**config.mk**
```make
export PLATFORM = sky130hd
export DESIGN_NAME = entity_table_scheduler
export DESIGN_NICKNAME = d
export VERILOG_FILES = /design/src/rtl/entity_table_scheduler_pkg.sv /design/src/rtl/entity_table_scheduler_rr_arbiter.sv /design/src/rtl/entity_table_scheduler.sv
export SDC_FILE = /design/constraint.sdc
export NUM_CORES = 1
export LEC_CHECK = 0
export CAP_MARGIN = 20
export CELL_PAD_IN_SITES_DETAIL_PLACEMENT = 1
export CELL_PAD_IN_SITES_GLOBAL_PLACEMENT = 1
export CORE_MARGIN = 3
export CORE_UTILIZATION = 38
export CTS_BUF_LIST = sky130_fd_sc_hd__clkbuf_2
export DETAILED_ROUTE_END_ITERATION = 7
export GPL_TIMING_DRIVEN = 0
export PLACE_DENSITY = 0.76
export SYNTH_ARGS = -nofsm -noshare
export SYNTH_HDL_FRONTEND = slang
export SYNTH_SLANG_ARGS = --single-unit
```
**constraint.sdc**
```tcl
create_clock -name clk -period 4 [get_ports clk]
set_input_delay 0.4 -clock clk [delete_from_list [all_inputs] [get_ports clk]]
set_output_delay 0.4 -clock clk [all_outputs]
set_load 0.01 [all_outputs]
```
**src/rtl/entity_table_scheduler_pkg.sv**
```systemverilog
// Shared entity-slot definitions used by the scheduler, the frame buffer controller and game logic.
package entity_table_scheduler_pkg;

    localparam int ENTITY_W    = 15;
    localparam int NUM_SLOTS   = 15;
    localparam int COMMIT_LINE = 480;
    localparam int SLOT_IDX_W  = 4;
    localparam int VCOUNT_W    = 10;

    // Field offsets inside a slot word
    localparam int FLAG_BIT    = 14;
    localparam int ID_LSB      = 10;
    localparam int ID_W        = 4;
    localparam int ORIENT_LSB  = 8;
    localparam int ORIENT_W    = 2;
    localparam int HTILE_LSB   = 4;
    localparam int VTILE_LSB   = 0;
    localparam int TILE_W      = 4;

    localparam logic [ID_W-1:0] ID_UNUSED = 4'hF;

    typedef logic [ENTITY_W-1:0] entity_t;

    localparam entity_t SLOT_RESET = {1'b0, ID_UNUSED, 10'b0};

    function automatic logic [ID_W-1:0] entity_id(input entity_t e);
        return e[ID_LSB +: ID_W];
    endfunction

endpackage

```
**src/rtl/entity_table_scheduler_rr_arbiter.sv**
```systemverilog
// Round-robin arbiter: combinational one-hot grant scanning upward from a registered pointer.
module entity_table_scheduler_rr_arbiter #(
    parameter int NUM_REQ = 4
) (
    input  logic                                         clk,
    input  logic                                         reset,
    input  logic [NUM_REQ-1:0]                           req,
    input  logic                                         hold,
    output logic [NUM_REQ-1:0]                           grant,
    output logic [((NUM_REQ > 1) ? $clog2(NUM_REQ) : 1)-1:0] ptr
);
    localparam int PW = (NUM_REQ > 1) ? $clog2(NUM_REQ) : 1;

    logic [PW-1:0] ptr_reg, ptr_next;
    logic [PW:0]   scan_sum;
    logic [PW-1:0] scan_idx;
    logic [PW-1:0] win_idx;
    logic          found;

    always_comb begin
        grant    = '0;
        found    = 1'b0;
        win_idx  = ptr_reg;
        scan_sum = '0;
        scan_idx = ptr_reg;
        for (int k = 0; k < NUM_REQ; k++) begin
            // ptr and k are both below NUM_REQ, so one subtraction is a full modulo
            scan_sum = {1'b0, ptr_reg} + (PW+1)'(k);
            if (scan_sum >= (PW+1)'(NUM_REQ))
                scan_sum = scan_sum - (PW+1)'(NUM_REQ);
            scan_idx = scan_sum[PW-1:0];
            if (!found && !hold && req[scan_idx]) begin
                grant[scan_idx] = 1'b1;
                win_idx         = scan_idx;
                found           = 1'b1;
            end
        end
    end

    always_comb begin
        ptr_next = ptr_reg;
        if (found)
            ptr_next = (win_idx == PW'(NUM_REQ-1)) ? '0 : win_idx + PW'(1);
    end

    always_ff @(posedge clk) begin
        if (!reset)
            ptr_reg <= '0;
        else
            ptr_reg <= ptr_next;
    end

    assign ptr = ptr_reg;

endmodule

```
**src/rtl/entity_table_scheduler.sv**
```systemverilog
// Entity slot table: round-robin writes land in a shadow table, copied to the live table
// once per frame on the first blanking line so the display never tears.
module entity_table_scheduler
    import entity_table_scheduler_pkg::*;
#(
    parameter int NUM_REQ     = 4,
    parameter int NUM_SLOTS   = entity_table_scheduler_pkg::NUM_SLOTS,
    parameter int ENTITY_W    = entity_table_scheduler_pkg::ENTITY_W,
    parameter int COMMIT_LINE = entity_table_scheduler_pkg::COMMIT_LINE
) (
    input  logic                          clk,
    input  logic                          reset,
    input  logic [NUM_REQ-1:0]            req_valid,
    input  logic [4*NUM_REQ-1:0]          req_slot,
    input  logic [ENTITY_W*NUM_REQ-1:0]   req_data,
    output logic [NUM_REQ-1:0]            req_ready,
    input  logic [9:0]                    counter_V,
    output logic [ENTITY_W*NUM_SLOTS-1:0] live_table,
    output logic                          commit_pulse,
    output logic                          dirty,
    output logic                          bad_slot
);
    localparam int PW = (NUM_REQ > 1) ? $clog2(NUM_REQ) : 1;

    logic [9:0]          prev_v_reg;
    logic                commit_now;
    logic                commit_pulse_reg;
    logic                dirty_reg;
    logic                bad_slot_reg;
    logic [NUM_REQ-1:0]  grant;
    logic [PW-1:0]       rr_ptr;
    logic                rr_ptr_unused;
    logic                xfer;
    logic                slot_ok;
    logic [3:0]          sel_slot;
    logic [ENTITY_W-1:0] sel_data;

    // Edge detect so a counter parked on the commit line commits only once
    assign commit_now = (counter_V == 10'(COMMIT_LINE)) && (prev_v_reg != 10'(COMMIT_LINE));

    entity_table_scheduler_rr_arbiter #(.NUM_REQ(NUM_REQ)) u_arb (
        .clk   (clk),
        .reset (reset),
        .req   (req_valid),
        .hold  (commit_now | ~reset),
        .grant (grant),
        .ptr   (rr_ptr)
    );

    // Pointer is exported by the arbiter for debug visibility only
    assign rr_ptr_unused = ^rr_ptr;

    always_comb begin
        sel_slot = '0;
        sel_data = '0;
        for (int i = 0; i < NUM_REQ; i++) begin
            if (grant[i]) begin
                sel_slot = req_slot[4*i +: 4];
                sel_data = req_data[ENTITY_W*i +: ENTITY_W];
            end
        end
    end

    assign xfer    = |grant;
    assign slot_ok = ({1'b0, sel_slot} < 5'(NUM_SLOTS));

    generate
        for (genvar gi = 0; gi < NUM_SLOTS; gi++) begin : g_slot
            logic [ENTITY_W-1:0] shadow_reg;
            logic [ENTITY_W-1:0] live_reg;

            always_ff @(posedge clk) begin
                if (!reset) begin
                    shadow_reg <= ENTITY_W'(SLOT_RESET);
                    live_reg   <= ENTITY_W'(SLOT_RESET);
                end else begin
                    if (xfer && (sel_slot == 4'(gi)))
                        shadow_reg <= sel_data;
                    if (commit_now)
                        live_reg <= shadow_reg;
                end
            end

            assign live_table[ENTITY_W*gi +: ENTITY_W] = live_reg;
        end
    endgenerate

    always_ff @(posedge clk) begin
        if (!reset) begin
            prev_v_reg       <= '0;
            commit_pulse_reg <= 1'b0;
            dirty_reg        <= 1'b0;
            bad_slot_reg     <= 1'b0;
        end else begin
            prev_v_reg       <= counter_V;
            commit_pulse_reg <= commit_now;
            // Grant is suppressed during a commit, so these two branches never collide
            if (commit_now)
                dirty_reg <= 1'b0;
            else if (xfer && slot_ok)
                dirty_reg <= 1'b1;
            if (xfer && !slot_ok)
                bad_slot_reg <= 1'b1;
        end
    end

    assign req_ready    = grant;
    assign commit_pulse = commit_pulse_reg;
    assign dirty        = dirty_reg;
    assign bad_slot     = bad_slot_reg;

endmodule

```
==> impl_metrics.toml <==
[status]
outcome = "complete, no violations"

[logic_synthesis]
synth_top_area_share_pct = 54.8
yosys-top-cells-count = "dfxtp_1, a22o_1, o21ai_0"
yosys.area.top_type = "dfxtp_1"
ys_top_cells_by_area = "dfxtp_1, a22o_1, mux2i_1"
syn_area_per_cell_um2 = 10.4
ys_async_sr_fraction_pct = 0
synthFlopType = "dfxtp_1"
yosysSeqAreaShare_pct = 54.8
syn_inst = 1636
syn-num-nets = 1734
synthesis.area_um2 = 17000
ys_seq_elements = 465
synth_cell_types = 74
ys_warn_count = 0
synth_edf_count = 0
yosysMostFrequentCell = "dfxtp_1"

[power_and_ir_drop]
internal-power_mw = 7.48
comb_power_share_pct = 29.6
power_density_nw_per_um2 = 510
switchingPower_mw = 4.21
ir_worst_vdd_v = 0.000202
clockPowerShare_pct = 25.9
p_seq_share_pct = 44.5
leakagePower_nw = 8.95
p_total_mw = 11.7
power.share.switching_pct = 36.0

[sta]
max_freq_mhz = 252
hold_viol = 0
setup-violations-final = 0
worstMarginPinSlew_ns = 1.06
slew_viol_final = 0
rsz0062_at_grt = "true"
fin_worst_skew_ns = 0.0680
period_minus_slack_ns = 3.97
min_period_over_period_pct = 99.3
slew_headroom_pct = 29.1
tns_ns = 0

[placed_design]
place.gp.congestion = 0.832
post_dp_cell_area_um2 = 21000
port-buffer-count = 322
post-dp-hpwl_um = 45500

[worst_setup_path]
cp.required_ns = 3.60
path_delay_family = "buffers and inverters"
r2r_slack_ns = 0.05
critPathKind = "reg2out"
cpPeakStageDelay_ns = 0.38
r2r_cells = 17
worst-path-max-fanout = 6
r2r-start = "u_arb.ptr[0]"
cp_data_arrival_time_ns = 3.57
critPathBufInv = 8
critPathLaunchType = "flip-flop"
reg2reg_to = "g_slot[10].shadow_reg[11]"
critPathCaptureType = "output pin"
cp_slowest_cell = "dfxtp_4"
cp_cell_sequence = "buf_8 > clkinvlp_4 > ha_4 > buf_6 > mux2i_2 > mux2_4 > buf_6 > a2111oi_4 > o32a_4 > clkinv_4 > buf_8 > buf_8 > buf_6"

[floorplanning]
floorplan.initialDensity_pct = 38.9
die_w_um = 218
core_area_um2 = 43600
io_pins = 324
die_area_um2 = 47300
die_h_um = 218
num_rows = 76

[grt]
grt_max_degree = 20
grt_usage_pct = 25.8
grt_overflow = 0
grt_pass1_wl_um = 93700
grt_antenna_before_repair = 7
grt_pass1_vias = 15692

[hold_path]
whs_path_depth = 4
hp-class = "in2reg"
hold_end = "g_slot[4].shadow_reg[5]"
hold_path.startpoint = "req_data[50]"

[clock_network]
cts_tree = "yes"
clockRootBuffer = "clkbuf_2"
cts-buffers-inserted = 116
clock_sinks = 465
clock_latency_ns = 1.09
clk_pin_slew_ns = 0.10
cts.path.max_buffers = 3
htree_levels = 3

[job]
maxCapViolations = 0

[layout]
nets = 2232
stdcell_area_um2 = 22900
area_growth_pct = 34.8
drive_above_1_share_pct = 16.5

[drt]
drt-wirelength-per-cell_um = 22.5
firstDrtPassIters = 5
drt-initial-drc-count = 750
vias = 15053
drc_errors = 0
drtAntennaViolNets = 0
routed_wl_um = 63000
viasPerCell = 5.38
[cell families (layout without fill, tap and decap cells)]
kind of cell | Yosys count | after routing | synth area share (%)
flip-flops | 465 | 465 | 54.8
AO/OA/AOI/OAI | 476 | 476 | 20.7
multiplexers | 146 | 146 | 8.89
XOR/XNOR | 2 | 2 | 0.103
other | 0 | 6 | 0
adder cells (fa/ha/maj) | 6 | 6 | 0.442
AND/OR/NAND/NOR | 384 | 384 | 11.0
buffers and inverters | 157 | 727 | 4.09
[layout make-up]
cell class,instances,area (µm²)
fill,4852,20700
sequential,465,9320
multi-input combinational,1014,7260
timing repair buffer,386,3760
buffer,140,822
clock buffer,161,806
tap,585,732
clock inverter,29,148
inverter,11,57.6
antenna,6,15.0
[metal layers]
layer	global-route usage (%)	vias up	share of wire, %
met4	9.42	6	2.8
met3	6.01	117	5.5
met5	0	-	0.065
met2	44.5	423	49
li1	-	6983	-
met1	31.5	7524	43
[worst max path at each step]
stage	startpoint	endpoint	depth (start not counted)	slack, ns
global placement	u_arb.ptr[0]	g_slot[8].shadow_reg[14]	16	-1.07
finish	u_arb.ptr[0]	req_ready[3]	13	0.03
floorplan	u_arb.ptr[0]	g_slot[10].shadow_reg[10]	16	0.10
detailed placement	u_arb.ptr[0]	g_slot[8].shadow_reg[8]	17	-1.17
global route	u_arb.ptr[0]	req_ready[3]	13	-0.17
CTS	u_arb.ptr[0]	req_ready[1]	13	-0.13
[cell usage in the layout (no fill, tap or decap), types with 8 or more instances in the layout]
cell type	synthesis	final
a21oi_1	37	34
a22o_1	165	165
and2_1	17	15
buf_1	19	14
buf_2	25	9
buf_4	2	56
buf_6	9	25
clkbuf_1	91	64
clkbuf_2	0	178
clkdlybuf4s50_1	0	318
clkinv_1	0	22
dfxtp_1	465	463
dlygate4sd3_1	0	11
mux2i_1	135	131
nand2_1	109	109
nand3_1	84	83
nor2_1	106	101
nor2b_1	8	8
nor3_1	14	14
o21a_1	18	13
o21ai_0	138	135
o21ai_1	10	10
o22a_1	59	59
[what timing repair did]
action	CTS	global route
setup buffers	30	21
pin swaps	14	17
endpoints found under the setup margin	231	217
endpoints found under the hold margin	12	0
hold buffers	11	0
resized for setup	103	91
cloned	0	2
[per-stage QoR]
step | cells | utilization [%] | worst slack, ns | hold WS, ns
after floorplan | 1636 | - | 0.102 | 0.430
after global placement | 2543 | 48.0 | -1.07 | 0.439
after detailed placement | 2543 | 48.0 | -1.17 | 0.451
after CTS | 2771 | 51.6 | -0.130 | 0.0597
after global routing | 2796 | 52.5 | -0.172 | 0.124
final | 2797 | 52.5 | 0.0282 | 0.154
[tightest hold or removal path, cell delays in order]
cell	delay, ns
clkdlybuf4s50_1	0.47
o21a_1	0.17
mux2i_1	0.09
nor2_1	0.07
[power by group through the flow]
stage               Sequential, mW  Combinational, mW  Clock, mW
global route                  5.24               3.69       3.35
global placement              5.28               2.80          0
floorplan                     5.23               1.85          0
finish                        5.20               3.46       3.02
detailed placement            5.30               2.88          0
CTS                           5.20               3.17       3.10
No activity file was read; power rests on OpenSTA's default activity.
